==> src/rtl/latch_pkg.sv <==
// Shared types and helpers for the latch sequencing bank.
package latch_pkg;

  typedef enum logic [1:0] {
    ST_IDLE  = 2'd0,
    ST_OPEN  = 2'd1,
    ST_GUARD = 2'd2
  } state_e;

  // Bits needed to hold OPEN_CYCLES-1 (at least one bit).
  function automatic int cnt_width(input int open_cycles);
    return (open_cycles <= 1) ? 1 : $clog2(open_cycles);
  endfunction

endpackage

==> src/rtl/latch_cell.sv <==
// One channel of level-sensitive storage: async clear, transparent on le or bypass,
// with bypass data taking priority over the registered write data.
module latch_cell #(
  parameter int WIDTH = 8
) (
  input  logic             i_clr_n,
  input  logic             i_le,
  input  logic             i_bypass,
  input  logic [WIDTH-1:0] i_byp_data,
  input  logic [WIDTH-1:0] i_wr_data,
  output logic [WIDTH-1:0] o_q
);

  logic             w_en;
  logic [WIDTH-1:0] w_d;

  assign w_en = i_le | i_bypass;
  assign w_d  = i_bypass ? i_byp_data : i_wr_data;

  always_latch begin
    if (!i_clr_n)  o_q <= '0;
    else if (w_en) o_q <= w_d;
  end

endmodule

==> src/rtl/latch_seq_bank.sv <==
// Write sequencer for a bank of latches.  IDLE: ready for a write | OPEN: le[chan]
// high for OPEN_CYCLES cycles | GUARD: one cycle with le low so data outlasts the enable.
module latch_seq_bank
  import latch_pkg::*;
#(
  parameter int WIDTH       = 8,
  parameter int CHANNELS    = 4,
  parameter int OPEN_CYCLES = 2
) (
  input  logic                        clk,
  input  logic                        rst_n,
  input  logic                        wr_valid,
  output logic                        wr_ready,
  input  logic [$clog2(CHANNELS)-1:0] wr_chan,
  input  logic [WIDTH-1:0]            wr_data,
  input  logic [CHANNELS-1:0]         bypass,
  input  logic [WIDTH-1:0]            byp_data,
  output logic [CHANNELS*WIDTH-1:0]   q,
  output logic [CHANNELS-1:0]         le,
  output logic                        busy
);

  localparam int CHAN_W = $clog2(CHANNELS);
  localparam int CNT_W  = cnt_width(OPEN_CYCLES);

  state_e              r_state;
  logic [CNT_W-1:0]    r_cnt;
  logic [CHANNELS-1:0] r_le;
  logic [WIDTH-1:0]    r_data;
  logic                r_wr_ready;
  logic [1:0]          r_rst_sync;
  logic                w_rst_sync_n;
  logic [CHANNELS-1:0] w_le_dec;

  // Reset asserts at once but releases the FSM only after two clk edges.
  always_ff @(posedge clk or negedge rst_n) begin
    if (!rst_n) r_rst_sync <= '0;
    else        r_rst_sync <= {r_rst_sync[0], 1'b1};
  end

  assign w_rst_sync_n = r_rst_sync[1];

  // Out-of-range channels decode to all-zero, so the write runs but touches nothing.
  always_comb begin
    w_le_dec = '0;
    for (int k = 0; k < CHANNELS; k++) begin
      if (wr_chan == CHAN_W'(k)) w_le_dec[k] = 1'b1;
    end
  end

  always_ff @(posedge clk or negedge w_rst_sync_n) begin
    if (!w_rst_sync_n) begin
      r_state    <= ST_IDLE;
      r_cnt      <= '0;
      r_le       <= '0;
      r_data     <= '0;
      r_wr_ready <= 1'b0;
    end else begin
      case (r_state)
        ST_IDLE: begin
          if (wr_valid && r_wr_ready) begin
            r_state    <= ST_OPEN;
            r_cnt      <= CNT_W'(OPEN_CYCLES - 1);
            r_data     <= wr_data;
            r_le       <= w_le_dec;
            r_wr_ready <= 1'b0;
          end else begin
            r_wr_ready <= 1'b1;
          end
        end
        ST_OPEN: begin
          if (r_cnt == '0) begin
            r_state <= ST_GUARD;
            r_le    <= '0;
          end else begin
            r_cnt <= r_cnt - CNT_W'(1);
          end
        end
        ST_GUARD: begin
          r_state    <= ST_IDLE;
          r_wr_ready <= 1'b1;
        end
        default: begin
          r_state <= ST_IDLE;
          r_le    <= '0;
        end
      endcase
    end
  end

  assign wr_ready = r_wr_ready;
  assign le       = r_le;
  assign busy     = (r_state != ST_IDLE);

  for (genvar k = 0; k < CHANNELS; k++) begin : g_cell
    latch_cell #(.WIDTH(WIDTH)) u_cell (
      .i_clr_n    (rst_n),
      .i_le       (r_le[k]),
      .i_bypass   (bypass[k]),
      .i_byp_data (byp_data),
      .i_wr_data  (r_data),
      .o_q        (q[k*WIDTH +: WIDTH])
    );
  end

endmodule

==> config.mk <==
export PLATFORM = sky130hd
export DESIGN_NAME = latch_seq_bank
export DESIGN_NICKNAME = d
export VERILOG_FILES = /design/src/rtl/latch_pkg.sv /design/src/rtl/latch_cell.sv /design/src/rtl/latch_seq_bank.sv
export SDC_FILE = /design/constraint.sdc
export NUM_CORES = 1
export LEC_CHECK = 0
export BUFFER_PORTS_ARGS = -buffer_cell sky130_fd_sc_hd__buf_2
export CAP_MARGIN = 20
export CORE_MARGIN = 2
export CORE_UTILIZATION = 51
export CTS_BUF_LIST = sky130_fd_sc_hd__clkbuf_2 sky130_fd_sc_hd__clkbuf_4 sky130_fd_sc_hd__clkbuf_8
export DETAILED_ROUTE_END_ITERATION = 7
export PLACE_DENSITY = 0.82
export SLEW_MARGIN = 5
export SYNTH_ARGS = -nofsm -noshare
export SYNTH_HDL_FRONTEND = slang
export SYNTH_HIERARCHICAL = 1
export SYNTH_SLANG_ARGS = --single-unit
==> constraint.sdc <==
create_clock -name clk -period 0.8 [get_ports clk]
set_input_delay 0 -clock clk [delete_from_list [all_inputs] [get_ports clk]]
set_output_delay 0 -clock clk [all_outputs]
set_load 0.1 [all_outputs]
==> results.json, run 1 <==
{
  "run_status": "finished, violations left",
  "violations": "setup timing",
  "synth_top_cell_by_area": "dlxtp_1",
  "cts_root_buf": "clkbuf_4",
  "antennaDiodeCount": 0,
  "end_kind": "output port",
  "grt_pass1_wl_mm": 6.98,
  "rsz0062_at_grt": "yes",
  "p_total_mw": 10.1,
  "ir_drop_uv": 3840,
  "fp.coreArea_um2": 3360,
  "hold_depth": 3,
  "power.leakage_nw": 1.44,
  "cts_buffers": 3,
  "worstSetupPathType": "reg -> out",
  "synth_area_um2": 1800,
  "clkTransAtPathRegs_ns": 0.11,
  "insertion_delay_ns": 0.30,
  "hp-class": "in -> reg",
  "design_area_um2": 2720,
  "startpoint_type": "flop",
  "crit_required_ns": 0.80,
  "finalMaxSlewViolations": 0,
  "fin_cells": 310,
  "drtIter0Drc": 74,
  "r2r-end": "le[3]",
  "ff2ff_setup_slack_ns": -0.60,
  "wire_per_inst_um": 15.3,
  "synth_common_cells": "32 x dlxtp_1, 32 x mux2i_1, 32 x nor2b_1",
  "min_period_ns": 1.40,
  "start_util_pct": 53.5,
  "r2r-start": "wr_ready",
  "synthArstFlopShare_pct": 36.0,
  "drcViolationCount": 0,
  "syn_avg_cell_area_um2": 11.4,
  "fin_tns_setup_ns": -10.19,
  "synth-seq-cells": 50,
  "die-area_um2": 4020,
  "synth_top_area_share_pct": 26.7,
  "groute.usage.overall_pct": 22.1,
  "die_h_um": 63.4,
  "r2r_cells": 3,
  "arrival_ns": 1.40,
  "synth_edf_count": 0,
  "cts_tree": "done",
  "hpwl_mm": 2.94,
  "antenna_found_initial": 0,
  "dpl-instance-area_um2": 2340,
  "synth_fp_nets": 183,
  "yosys_warnings": 6,
  "synth.distinct_cells": 22,
  "num_vias": 1546,
  "grt_overflow": 0,
  "die_w_um": 63.4,
  "skew_ns": 0.00855,
  "h-tree-depth": 1,
  "final_layout_size_suffix_gt1_share_pct": 47.0,
  "grt_pass1_vias": 1444,
  "via_per_inst": 4.99,
  "final_net_count": 290,
  "grt_start_max_net_pins": 36,
  "fin_ws_ns": -0.602,
  "place_inst": 279,
  "holdPathEnd": "r_state[0]",
  "ios": 63,
  "gp_congestion": 0.743,
  "max_freq_ghz": 0.713,
  "portBuffers": 62,
  "powerDensity_nw_per_um2": 3710,
  "cts_max_path_buffers": 2,
  "period_share_pct": 175,
  "fillers": 202,
  "seq_area_um2": 935,
  "unclocked_pins": 32,
  "synthTopCellsByArea": "dlxtp_1 27%, dfrtp_1 25%, mux2i_1 18%",
  "place_ws_ns": -0.725,
  "final_hold_viol_count": 0,
  "finalWirelength_mm": 4.74,
  "area_delta_synth_final_pct": 51.4,
  "untimed_endpoints": 64,
  "synthFlopType": "dlxtp_1",
  "ant_nets": 0,
  "placementRows": 21,
  "worstPathMaxFanout": 3,
  "synth_cells": 158,
  "first_pass_iters": 4,
  "drv_cap": 0,
  "setup_viol": 22,
  "hp-start": "wr_valid",
  "multiInputGateArea_um2": 886
}
==> cell type report <==
type | instances | area share [%]
tap | 46 | 2.11
multi-input combinational | 101 | 32.5
clock buffer | 4 | 1.33
timing repair buffer | 107 | 29.4
sequential | 50 | 34.3
inverter | 2 | 0.276
==> how the worst max path moves through the flow <==
stage,startpoint,slack [ns],depth (start not counted),to
global placement,wr_ready,-0.69,3,le[0]
floorplan,wr_ready,-0.80,4,le[0]
detailed placement,wr_ready,-0.72,3,le[3]
global route,r_state[0],-0.64,4,busy
finish,r_state[0],-0.60,4,busy
CTS,r_state[0],-0.58,4,busy
==> power breakdown <==
part	switching, mW	internal [mW]	total (mW)
sequential	0.356	1.75	2.10
combinational	4.44	2.99	7.43
clock	0.283	0.277	0.560
==> repair_timing <==
item | 4_1_cts | 5_1_grt
resized for setup | 17 | 13
gates cloned | 1 | 0
setup buffers | 10 | 7
pin swaps | 3 | 2
hold buffers | 9 | 0
hold endpoints to repair | 10 | 0
setup endpoints to repair | 22 | 22
==> per-stage QoR <==
stage	utilization, %	hold WS (ns)
3_3_place_gp	69.7	-0.201
2_1_floorplan	-	-0.296
5_1_grt	81.0	0.00949
3_5_place_dp	69.7	-0.199
6_report	81.0	0.0212
4_1_cts	77.9	0.0179
==> metal layers <==
metal	wire length, um	track usage (%)	vias to the layer above
li1	-	-	741
met2	2440	35.9	53
met3	213	2.50	12
met5	0	0	-
met1	2000	29.4	740
met4	92	10.6	0
==> registers in the layout, indices dropped and copies added (netlist names) <==
name,cells
g_cell.u_cell/o_q,32
le,4
r_cnt,1
r_data,8
r_rst_sync,2
r_state,2
wr_ready,1
==> cells by family (layout without fill, tap and decap cells) <==
family	count (synthesis)	count (layout)	share of synthesized area, %
buffers and inverters	8	113	3.75
AND/OR/NAND/NOR	51	52	17.0
other	1	1	0.208
flip-flops	18	18	25.0
multiplexers	44	44	25.3
latches	32	32	26.7
AO/OA/AOI/OAI	4	4	1.95
==> worst max-delay path, stage by stage (launching register included) <==
cell and delay (ns):
dfrtp_1 0.43, buf_6 0.13, or2_4 0.26, buf_6 0.13, buf_12 0.15
==> placed cells by master, fill, tap and decap left out, types with 6 or more instances in the layout <==
cell and instances:
mux2i_1 32, buf_4 25, mux2_4 11, buf_12 6
buf_6 11, dlygate4sd3_1 9, nor2_1 6, buf_2 56
dlxtp_1 32, dfrtp_1 17, nor2b_1 32
(Power assumes the default switching activity.)
==> inputs of run 2 (changes only) <==
--- a/config.mk
+++ b/config.mk
@@ -12,6 +12,8 @@
 export CTS_BUF_LIST = sky130_fd_sc_hd__clkbuf_2 sky130_fd_sc_hd__clkbuf_4 sky130_fd_sc_hd__clkbuf_8
 export DETAILED_ROUTE_END_ITERATION = 7
 export PLACE_DENSITY = 0.82
+export RECOVER_POWER = 50
+export SETUP_SLACK_MARGIN = 0.5
 export SLEW_MARGIN = 5
 export SYNTH_ARGS = -nofsm -noshare
 export SYNTH_HDL_FRONTEND = slang
==> constraint.sdc (replaced) <==
create_clock -name clk -period 0.8 [get_ports clk]
set_input_delay 0 -clock clk [delete_from_list [all_inputs] [get_ports clk]]
set_output_delay 0 -clock clk [all_outputs]
set_load 0.02 [all_outputs]
==> results.json, run 2 (same netlist as run 1, synthesis figures left out) <==
{
  "run_status": "finished, violations left",
  "violations": "hold timing, setup timing",
  "design_area_um2": 2440,
  "ios": 63,
  "period_share_pct": 176,
  "grt-busiest-layer": "met2",
  "final_cell_mix": "55 x buf_2, 32 x mux2i_1, 32 x nor2b_1, 32 x dlxtp_1, 16 x dfrtp_1",
  "die_h_um": 63.4,
  "final_layout_size_suffix_gt1_share_pct": 44.3,
  "area_delta_synth_final_pct": 35.7,
  "placementRows": 21,
  "antenna_found_initial": 0,
  "grt_start_max_net_pins": 37,
  "ir_drop_uv": 2010,
  "gp_congestion": 0.727,
  "rsz0062_at_grt": "yes",
  "regMostFlops": "g_cell.u_cell/o_q",
  "max_freq_ghz": 0.712,
  "skew_ns": 0.00148,
  "drcViolationCount": 0,
  "setup_viol": 22,
  "cts_tree": "done",
  "die-area_um2": 4020,
  "fin_ws_ns": -0.604,
  "cts_max_path_buffers": 2,
  "drtIter0Drc": 51,
  "via_per_inst": 4.67,
  "dpl-instance-area_um2": 2260,
  "wire_per_inst_um": 12.9,
  "groute.usage.overall_pct": 18.6,
  "hp-class": "in -> reg",
  "min_period_ns": 1.40,
  "grt_overflow": 0,
  "power.leakage_nw": 1.29,
  "first_pass_iters": 4,
  "grt_pass1_vias": 1247,
  "cts_root_buf": "clkbuf_4",
  "fin_tns_setup_ns": -9.34,
  "finalMaxSlewViolations": 0,
  "grtUsageMet3_pct": 1.43,
  "insertion_delay_ns": 0.30,
  "arrival_ns": 1.60,
  "cts_buffers": 3,
  "largest_reg_flops": 32,
  "crit_required_ns": 1.00,
  "fp.coreArea_um2": 3360,
  "worstPathMaxFanout": 4,
  "portBuffers": 62,
  "mostFrequentLayoutCell": "buf_2",
  "grt_pass1_wl_mm": 5.89,
  "end_kind": "flop",
  "finalWirelength_mm": 3.75,
  "ant_nets": 0,
  "antennaDiodeCount": 0,
  "start_util_pct": 53.5,
  "seq_area_um2": 936,
  "postCtsHoldBufs": 1,
  "startpoint_type": "flop",
  "whs_ns": -0.0722,
  "finalCoreUtilization_pct": 72.6,
  "untimed_endpoints": 64,
  "unclocked_pins": 32,
  "clkTransAtPathRegs_ns": 0.09,
  "die_w_um": 63.4,
  "hpwl_mm": 2.85,
  "worstSetupPathType": "reg -> reg",
  "num_vias": 1364,
  "h-tree-depth": 1,
  "final_net_count": 272,
  "grtUsageMet1_pct": 24.6,
  "drv_cap": 0,
  "place_ws_ns": -0.593,
  "fillers": 275,
  "multiInputGateArea_um2": 817,
  "powerDensity_nw_per_um2": 2670,
  "grtUsageMet2_pct": 32.1,
  "final_hold_viol_count": 8
}
==> run 2: power by group <==
group / internal [mW] / switching, mW / total, mW / leakage, nW
logic: 2.11 / 1.84 / 3.95 / 0.809
registers: 1.74 / 0.314 / 2.05 / 0.460
clock network: 0.229 / 0.279 / 0.508 / 0.0184
total: 4.08 / 2.43 / 6.51 / 1.29
==> run 2: final timing paths <==
check / startpoint / endpoint / slack [ns] / cells after the start
max: r_state[1] / le[0] / -0.60 / 4
min reg2reg: r_rst_sync[1] / wr_ready / 0.21 / 1
max reg2reg: r_state[1] / le[0] / -0.60 / 4
min: wr_data[2] / r_data[2] / -0.07 / 2
min in group asynchronous: rst_n / r_rst_sync[1] / 0.02 / 2
max in group asynchronous: r_rst_sync[1] / le[2] / 0.20 / 1
==> run 2: per-layer routing <==
layer,vias up,wire (um)
met5,-,0
met4,0,57
met3,8,148
met2,38,1900
met1,618,1650
li1,700,-
==> run 2: cell type report <==
cell class                 count  area share (%)
sequential                    50            38.3
clock buffer                   4            1.23
timing repair buffer          90            24.3
inverter                       2           0.308
tap                           46            2.36
multi-input combinational    100            33.5
==> run 2: per-stage QoR <==
step / power (mW) / hold WS (ns) / cells
global placement: 5.26 / -0.203 / 280
CTS: 6.29 / -0.0652 / 290
detailed placement: 5.39 / -0.202 / 280
global route: 6.90 / -0.0811 / 292
finish: 6.51 / -0.0722 / 292
floorplan: 4.06 / -0.296 / 158
==> run 2: timing repair <==
item	in CTS	in global routing
pin swaps	1	1
hold endpoints to repair	11	10
endpoints found under the setup margin	39	39
setup buffers	5	2
resized for setup	23	8
==> run 2: worst max-delay path: stages (launching register included) <==
cell,delay [ns]
dfrtp_1,0.41
and4bb_1,0.23
buf_6,0.13
a21oi_4,0.17
mux2_2,0.35
